$ cat src/rtl/pipe_hazard_ctrl_if.sv
// Handshake bundle between the pipeline datapath and pipe_hazard_ctrl.
// master: the datapath side. It drives the ID/EX/MEM hazard inputs and receives
//         the stall, flush and MDU status outputs.
// slave:  the controller side.
// CNT_W sets the width of stall_cnt. It must match the controller's CNT_W.
interface pipe_hazard_ctrl_if #(
    parameter int unsigned CNT_W = 16
);
    logic [4:0]       id_rs;
    logic [4:0]       id_rt;
    logic             id_use_rs;
    logic             id_use_rt;
    logic             id_mdu_start;
    logic             id_mdu_div;
    logic [4:0]       ex_rw;
    logic             ex_regwr;
    logic             ex_memtoreg;
    logic [4:0]       mem_rw;
    logic             mem_regwr;
    logic             ex_taken;
    logic             pc_stall;
    logic             ifid_stall;
    logic             ifid_flush;
    logic             idex_bubble;
    logic             mdu_busy;
    logic             mdu_done;
    logic [CNT_W-1:0] stall_cnt;

    modport master (
        output id_rs, id_rt, id_use_rs, id_use_rt, id_mdu_start, id_mdu_div,
        output ex_rw, ex_regwr, ex_memtoreg, mem_rw, mem_regwr, ex_taken,
        input  pc_stall, ifid_stall, ifid_flush, idex_bubble, mdu_busy, mdu_done, stall_cnt
    );

    modport slave (
        input  id_rs, id_rt, id_use_rs, id_use_rt, id_mdu_start, id_mdu_div,
        input  ex_rw, ex_regwr, ex_memtoreg, mem_rw, mem_regwr, ex_taken,
        output pc_stall, ifid_stall, ifid_flush, idex_bubble, mdu_busy, mdu_done, stall_cnt
    );
endinterface

$ cat src/rtl/pipe_hazard_ctrl.sv
// Pipeline sequencing controller for the 5-stage pipeline around exec.
// - Detects RAW hazards between ID and EX/MEM and stalls PC and IF/ID while
//   bubbling ID/EX.
// - Flushes IF/ID and bubbles ID/EX on a branch or jump taken in EX.
// - Holds a multiply/divide op in ID for the MDU latency. mdu_done pulses on
//   the cycle the op advances.
// - stall_cnt counts pc_stall cycles and saturates at its maximum value.
// Ports: clk, rst_n (asynchronous, active low); bus (pipe_hazard_ctrl_if.slave).
// Config macro PIPE_FWD_EN: define it when exec forwards results. Only
// load-use hazards then stall. When it is undefined, any producer in EX or MEM
// stalls the consumer in ID.
module pipe_hazard_ctrl #(
    parameter int unsigned MUL_CYCLES = 4,
    parameter int unsigned DIV_CYCLES = 32,
    parameter int unsigned CNT_W      = 16
) (
    input logic               clk,
    input logic               rst_n,
    pipe_hazard_ctrl_if.slave bus
);
    localparam logic [1:0] StIdle = 2'd0;
    localparam logic [1:0] StRun  = 2'd1;
    localparam logic [1:0] StDone = 2'd2;

    localparam int unsigned MaxCyc = (DIV_CYCLES > MUL_CYCLES) ? DIV_CYCLES : MUL_CYCLES;
    localparam int unsigned MdW    = $clog2(MaxCyc);

    logic [1:0]       state_q, state_d;
    logic [MdW-1:0]   mdu_cnt_q, mdu_cnt_d;
    logic [CNT_W-1:0] stall_cnt_q, stall_cnt_d;

    logic ex_rs_hit, ex_rt_hit, ex_hit;
    logic load_use, raw_haz;
    logic stall_c, flush_c, bubble_c, busy_c, done_c;

    // Register 0 is hardwired, so a producer writing r0 never creates a hazard.
    assign ex_rs_hit = bus.id_use_rs && (bus.id_rs == bus.ex_rw);
    assign ex_rt_hit = bus.id_use_rt && (bus.id_rt == bus.ex_rw);
    assign ex_hit    = (bus.ex_rw != 5'd0) && (ex_rs_hit || ex_rt_hit);
    assign load_use  = bus.ex_regwr && bus.ex_memtoreg && ex_hit;

`ifdef PIPE_FWD_EN
    logic unused_mem;
    assign unused_mem = ^{bus.mem_rw, bus.mem_regwr};
    assign raw_haz    = load_use;
`else
    logic mem_hit;
    assign mem_hit = bus.mem_regwr && (bus.mem_rw != 5'd0) &&
                     ((bus.id_use_rs && (bus.id_rs == bus.mem_rw)) ||
                      (bus.id_use_rt && (bus.id_rt == bus.mem_rw)));
    assign raw_haz = load_use || (bus.ex_regwr && ex_hit) || mem_hit;
`endif

    always_comb begin
        state_d   = state_q;
        mdu_cnt_d = mdu_cnt_q;
        stall_c   = 1'b0;
        flush_c   = 1'b0;
        bubble_c  = 1'b0;
        busy_c    = 1'b0;
        done_c    = 1'b0;
        // A taken branch outranks everything. In RUN/DONE it is a protocol
        // error, so the MDU op is abandoned and the flush is handled as in IDLE.
        if (bus.ex_taken) begin
            flush_c   = 1'b1;
            bubble_c  = 1'b1;
            state_d   = StIdle;
            mdu_cnt_d = '0;
        end else begin
            case (state_q)
                StIdle: begin
                    if (raw_haz) begin
                        stall_c  = 1'b1;
                        bubble_c = 1'b1;
                    end else if (bus.id_mdu_start) begin
                        stall_c   = 1'b1;
                        bubble_c  = 1'b1;
                        state_d   = StRun;
                        mdu_cnt_d = bus.id_mdu_div ? MdW'(DIV_CYCLES - 1) : MdW'(MUL_CYCLES - 1);
                    end
                end
                StRun: begin
                    busy_c    = 1'b1;
                    stall_c   = 1'b1;
                    bubble_c  = 1'b1;
                    mdu_cnt_d = mdu_cnt_q - MdW'(1);
                    // Leave when this decrement reaches zero. That gives N-1 RUN cycles.
                    if (mdu_cnt_q <= MdW'(1)) begin
                        state_d   = StDone;
                        mdu_cnt_d = '0;
                    end
                end
                StDone: begin
                    done_c  = 1'b1;
                    state_d = StIdle;
                end
                default: begin
                    state_d   = StIdle;
                    mdu_cnt_d = '0;
                end
            endcase
        end
    end

    always_comb begin
        stall_cnt_d = stall_cnt_q;
        if (stall_c && (stall_cnt_q != {CNT_W{1'b1}})) begin
            stall_cnt_d = stall_cnt_q + CNT_W'(1);
        end
    end

    always_ff @(posedge clk or negedge rst_n) begin
        if (!rst_n) begin
            state_q     <= StIdle;
            mdu_cnt_q   <= '0;
            stall_cnt_q <= '0;
        end else begin
            state_q     <= state_d;
            mdu_cnt_q   <= mdu_cnt_d;
            stall_cnt_q <= stall_cnt_d;
        end
    end

    // The outputs are combinational from the inputs, so they are gated by the
    // reset. Otherwise ex_taken could assert a flush while the design is held in reset.
    assign bus.pc_stall    = rst_n & stall_c;
    assign bus.ifid_stall  = rst_n & stall_c;
    assign bus.ifid_flush  = rst_n & flush_c;
    assign bus.idex_bubble = rst_n & bubble_c;
    assign bus.mdu_busy    = rst_n & busy_c;
    assign bus.mdu_done    = rst_n & done_c;
    assign bus.stall_cnt   = stall_cnt_q;
endmodule

$ cat src/flat_wrapper.sv
// flat-port wrapper written by rule: the top's interface ports become plain ports
module pipe_hazard_ctrl_flat 
#(
    parameter int unsigned MUL_CYCLES = 4,
    parameter int unsigned DIV_CYCLES = 32,
    parameter int unsigned CNT_W      = 16
)
  (clk, rst_n, bus_id_rs, bus_id_rt, bus_id_use_rs, bus_id_use_rt, bus_id_mdu_start, bus_id_mdu_div, bus_ex_rw, bus_ex_regwr, bus_ex_memtoreg, bus_mem_rw, bus_mem_regwr, bus_ex_taken, bus_pc_stall, bus_ifid_stall, bus_ifid_flush, bus_idex_bubble, bus_mdu_busy, bus_mdu_done, bus_stall_cnt);
  pipe_hazard_ctrl_if #(.CNT_W(CNT_W)) bus_i ();
  input logic clk;
  input logic rst_n;
  input wire logic [$bits(bus_i.id_rs)-1:0] bus_id_rs;
  input wire logic [$bits(bus_i.id_rt)-1:0] bus_id_rt;
  input wire logic [$bits(bus_i.id_use_rs)-1:0] bus_id_use_rs;
  input wire logic [$bits(bus_i.id_use_rt)-1:0] bus_id_use_rt;
  input wire logic [$bits(bus_i.id_mdu_start)-1:0] bus_id_mdu_start;
  input wire logic [$bits(bus_i.id_mdu_div)-1:0] bus_id_mdu_div;
  input wire logic [$bits(bus_i.ex_rw)-1:0] bus_ex_rw;
  input wire logic [$bits(bus_i.ex_regwr)-1:0] bus_ex_regwr;
  input wire logic [$bits(bus_i.ex_memtoreg)-1:0] bus_ex_memtoreg;
  input wire logic [$bits(bus_i.mem_rw)-1:0] bus_mem_rw;
  input wire logic [$bits(bus_i.mem_regwr)-1:0] bus_mem_regwr;
  input wire logic [$bits(bus_i.ex_taken)-1:0] bus_ex_taken;
  output wire logic [$bits(bus_i.pc_stall)-1:0] bus_pc_stall;
  output wire logic [$bits(bus_i.ifid_stall)-1:0] bus_ifid_stall;
  output wire logic [$bits(bus_i.ifid_flush)-1:0] bus_ifid_flush;
  output wire logic [$bits(bus_i.idex_bubble)-1:0] bus_idex_bubble;
  output wire logic [$bits(bus_i.mdu_busy)-1:0] bus_mdu_busy;
  output wire logic [$bits(bus_i.mdu_done)-1:0] bus_mdu_done;
  output wire logic [$bits(bus_i.stall_cnt)-1:0] bus_stall_cnt;
  assign bus_i.id_rs = bus_id_rs;
  assign bus_i.id_rt = bus_id_rt;
  assign bus_i.id_use_rs = bus_id_use_rs;
  assign bus_i.id_use_rt = bus_id_use_rt;
  assign bus_i.id_mdu_start = bus_id_mdu_start;
  assign bus_i.id_mdu_div = bus_id_mdu_div;
  assign bus_i.ex_rw = bus_ex_rw;
  assign bus_i.ex_regwr = bus_ex_regwr;
  assign bus_i.ex_memtoreg = bus_ex_memtoreg;
  assign bus_i.mem_rw = bus_mem_rw;
  assign bus_i.mem_regwr = bus_mem_regwr;
  assign bus_i.ex_taken = bus_ex_taken;
  assign bus_pc_stall = bus_i.pc_stall;
  assign bus_ifid_stall = bus_i.ifid_stall;
  assign bus_ifid_flush = bus_i.ifid_flush;
  assign bus_idex_bubble = bus_i.idex_bubble;
  assign bus_mdu_busy = bus_i.mdu_busy;
  assign bus_mdu_done = bus_i.mdu_done;
  assign bus_stall_cnt = bus_i.stall_cnt;
  pipe_hazard_ctrl #(.MUL_CYCLES(MUL_CYCLES), .DIV_CYCLES(DIV_CYCLES), .CNT_W(CNT_W)) u_core (.clk(clk), .rst_n(rst_n), .bus(bus_i));
endmodule
$ cat config.mk
export PLATFORM = sky130hd
export DESIGN_NAME = pipe_hazard_ctrl_flat
export DESIGN_NICKNAME = d
export VERILOG_FILES = /design/src/rtl/pipe_hazard_ctrl_if.sv /design/src/rtl/pipe_hazard_ctrl.sv /design/src/flat_wrapper.sv
export SDC_FILE = /design/constraint.sdc
export NUM_CORES = 1
export LEC_CHECK = 0
export CAP_MARGIN = 40
export CORE_UTILIZATION = 43
export CTS_BUF_LIST = sky130_fd_sc_hd__clkbuf_2 sky130_fd_sc_hd__clkbuf_4 sky130_fd_sc_hd__clkbuf_8
export DETAILED_ROUTE_END_ITERATION = 6
export PLACE_DENSITY = 0.88
export REMOVE_ABC_BUFFERS = 1
export SYNTH_ARGS = -nofsm -noshare
export SYNTH_HDL_FRONTEND = slang
export SYNTH_SLANG_ARGS = --single-unit
export TNS_END_PERCENT = 20
$ cat constraint.sdc
create_clock -name clk -period 2 [get_ports clk]
set_input_delay 0.4 -clock clk [delete_from_list [all_inputs] [get_ports clk]]
set_output_delay 0.4 -clock clk [all_outputs]
set_load 0.05 [all_outputs]
==> results.md <==
- Post-synth EDFFs: 0
- Core Area: 3470 um2
- Nets@finish: 278
- Cells after Synth: 162
- GRT Total Usage: 24.3%
- Crit Path Max Fanout: 3
- Final weighted congestion in routability-driven placement: 0.825
- Cell Pwr Density: 807 nW/um2
- Number of fill cells in the layout: 264
- Clock Pin Slew Worst Setup and Hold Paths: 0.08 ns
- Worst setup SP type: input port
- Max frequency: 437 MHz
- Relative slew margins: 65.8%
- Final Cycle Share: 114%
- CTS H-tree depth: 1
- Largest cells by area after synthesis: dfrtp_1 (36%), xnor2_1 (19%), nand3_2 (4.4%), nand4_1 (4.3%), nand2_1 (3.0%)
- GRT overflow: 0
- Placed instance count: 282
- Req. time, crit path: 1.60 ns
- MaxCap Viol Count: 0
- Port Buffer Count: 50
- DP Area: 2390 um2
- Initial Util: 46.3%
- Layout cells sized above 1: 39.8%
- Outcome: finished, violations left
- Crit Path Class: in2out
- Design Area, Final: 2510 um2
- Sequential share of power: 32.6%
- Die Ht: 63.1 um
- Share of flip-flops with an asynchronous set or reset: 100%
- Drt total wl: 4700 um
- Delay-heaviest family, CP: compound AO/OA/AOI/OAI gates
- Max stage delay cell, worst path: or4_4
- Hpwl dp: 3440 um
- Die ar.: 3980 um2
- Setup ws final: -0.286 ns
- Via Count: 1569
- Top_reg_cell synth: dfrtp_1
- Fin. Hold Viols: 0
- IO Pins: 52
- Area share of the largest cell type after synthesis: 35.8%
- Slew @ Worst Pin: 0.511 ns
- Leak: 1.10 nW
- Largest net degree at the start of global routing: 17
- Setup TNS: -0.827 ns
- Design Power: 2.02 mW
- Antenna violations before repair: 0
- Gate power share: 52.9%
- Critical path arrival: 1.89 ns
- Routed vias/inst: 5.41
- Clock sinks: 23
- Insertion delay to the later sink of the worst-skew pair: 0.27 ns
- CTS max path bufs: 2
- Switch Pwr: 0.873 mW
- Die Width: 63.1 um
- Fin cells: 290
- Post-CTS Hold Buffers: 0
- Syn Std Cell Area: 1610 um2
- Syn_area_per_cell: 9.92 um2
- Drt pass-1 iters: 4
- Setup-failing EPs final: 4
- Netlist cell types: 41
- Fin. max-slew vios: 0
- Vias in the first global route: 1597
- Core Util, Final: 72.3%
- Hold slack: 0.484 ns
- Clk pwr share: 14.6%
- Yosys top cell by area: dfrtp_1
- Initial drt markers: 66
- Remaining DRCs: 0
- Min Tclk post-route: 2.29 ns
- Crit path capture type: output port
- First-pass GRT wire length: 7550 um
- Wirelength per Cell: 16.2 um
- Failing checks: setup timing
- RSZ-0062 raised after global routing: true
- CTS Buf Count: 3
- Hold WC Path Type: in2async
- Register area share after synthesis: 35.8%
- Sw Share: 43.2%
- Ant diodes: 0
- Rows: 21
- YS warnings: 0
- Max VDD drop: 1.01 mV
- Root Buffer: clkbuf_8
- Internal power: 1.15 mW
- Place WS: -0.713 ns
- Synth Register Bits: 23
- Post-DRT Antenna Nets: 0
- Largest stage delay, worst path: 0.52 ns
- Ordered cell list for the critical path: buf_8 -> or4_4 -> o21a_4 -> a22oi_4 -> a21oi_2 -> o21a_1 -> buf_6
- Worst Path Buf+Inv: 2
- CTS tree: done
- Syn-to-layout area delta: 56.1%
- Clock Skew: 0.00427 ns
==> final cells by class <==
cell class / count / area [um2] / share of cell area [%]
multi-input cells: 131 / 1050 / 42.1
repair buffers: 84 / 766 / 30.5
flip-flops and latches: 23 / 576 / 23.0
well taps: 46 / 57.6 / 2.30
clock buffers: 3 / 41.3 / 1.65
inverters: 2 / 7.51 / 0.299
clock inverters: 1 / 5.00 / 0.200
==> cells by family after synthesis <==
kind of cell / after synthesis / share of synthesized area [%]
AND/OR/NAND/NOR: 69 / 26.0
XOR/XNOR: 35 / 19.1
AO/OA/AOI/OAI: 23 / 12.1
flip-flops: 23 / 35.8
buffers and inverters: 8 / 3.89
adder cells (fa/ha/maj): 3 / 2.34
multiplexers: 1 / 0.701
==> metal layers <==
metal | vias up | track usage, % | wire, um
li1 | 735 | - | -
met1 | 765 | 28.9 | 1890
met2 | 57 | 43.8 | 2460
met3 | 12 | 4.17 | 236
met4 | 0 | 7.56 | 110
met5 | - | 0 | 0
==> Yosys cell counts (2+ instances only) <==
cell type	instances
inv_1	2
buf_4	3
dfrtp_1	23
nor2_1	12
nand3_2	7
o22ai_2	2
nand3_1	2
and2_1	2
o21ai_1	5
nand2_1	13
and3_1	7
a31oi_1	2
o21ai_0	3
xnor2_1	34
nand4_1	11
o21a_1	2
ha_1	3
nor3_1	3
or4_1	2
a21oi_1	3
==> layout by cell type (no fill, tap or decap), types with 2 or more instances in the layout <==
cell type,Yosys,routed
a21oi_4,1,2
a31oi_1,2,2
and2_1,2,2
and3_1,7,7
buf_12,0,6
buf_2,0,3
buf_4,3,34
buf_6,0,3
clkbuf_2,0,12
clkbuf_8,1,3
clkdlybuf4s50_1,0,21
dfrtp_1,23,23
ha_1,3,3
inv_1,2,2
nand2_1,13,12
nand2_2,1,2
nand3_1,2,2
nand3_2,7,7
nand4_1,11,11
nor2_1,12,11
nor3_1,3,3
o21a_4,0,2
o21ai_0,3,2
o21ai_1,5,6
o22ai_2,2,2
or4_4,0,2
xnor2_1,34,28
xnor2_2,0,6
==> power groups by stage <==
stage               clock [mW]  sequential [mW]  combinational, mW
floorplan                    0            0.871              0.384
global placement             0            0.656               1.00
detailed placement           0            0.662               1.03
CTS                      0.299            0.656               1.04
global route             0.315            0.669               1.14
finish                   0.294            0.659               1.07
==> path summary, 6_finish.rpt <==
path,from,endpoint,depth (start not counted),slack (ns)
worst max-delay path,bus_mem_rw[3],bus_idex_bubble,7,-0.29
worst min-delay path,rst_n,u_core.mdu_cnt_q[2],2,0.48
worst max register to register,u_core.bus.stall_cnt[3],u_core.bus.stall_cnt[1],7,0.13
worst min register to register,u_core.bus.stall_cnt[5],u_core.bus.stall_cnt[5],1,0.50
max in group asynchronous,rst_n,u_core.bus.stall_cnt[15],3,1.09
min in group clk,u_core.bus.stall_cnt[5],u_core.bus.stall_cnt[5],1,0.50
==> sequential cells by signal, summed over array words and instances, names as in the netlist <==
name / cells
u_core.mdu_cnt_q: 5
u_core.bus.stall_cnt: 16
u_core.state_q: 2
==> what timing repair did <==
| action | in CTS | in global routing |
|---|---|---|
| pin swaps | 12 | 23 |
| resized for setup | 49 | 35 |
| setup buffers | 2 | 1 |
| cloned | 0 | 1 |
| setup endpoints to repair | 25 | 20 |
No activity file was read; power rests on OpenSTA's default activity.
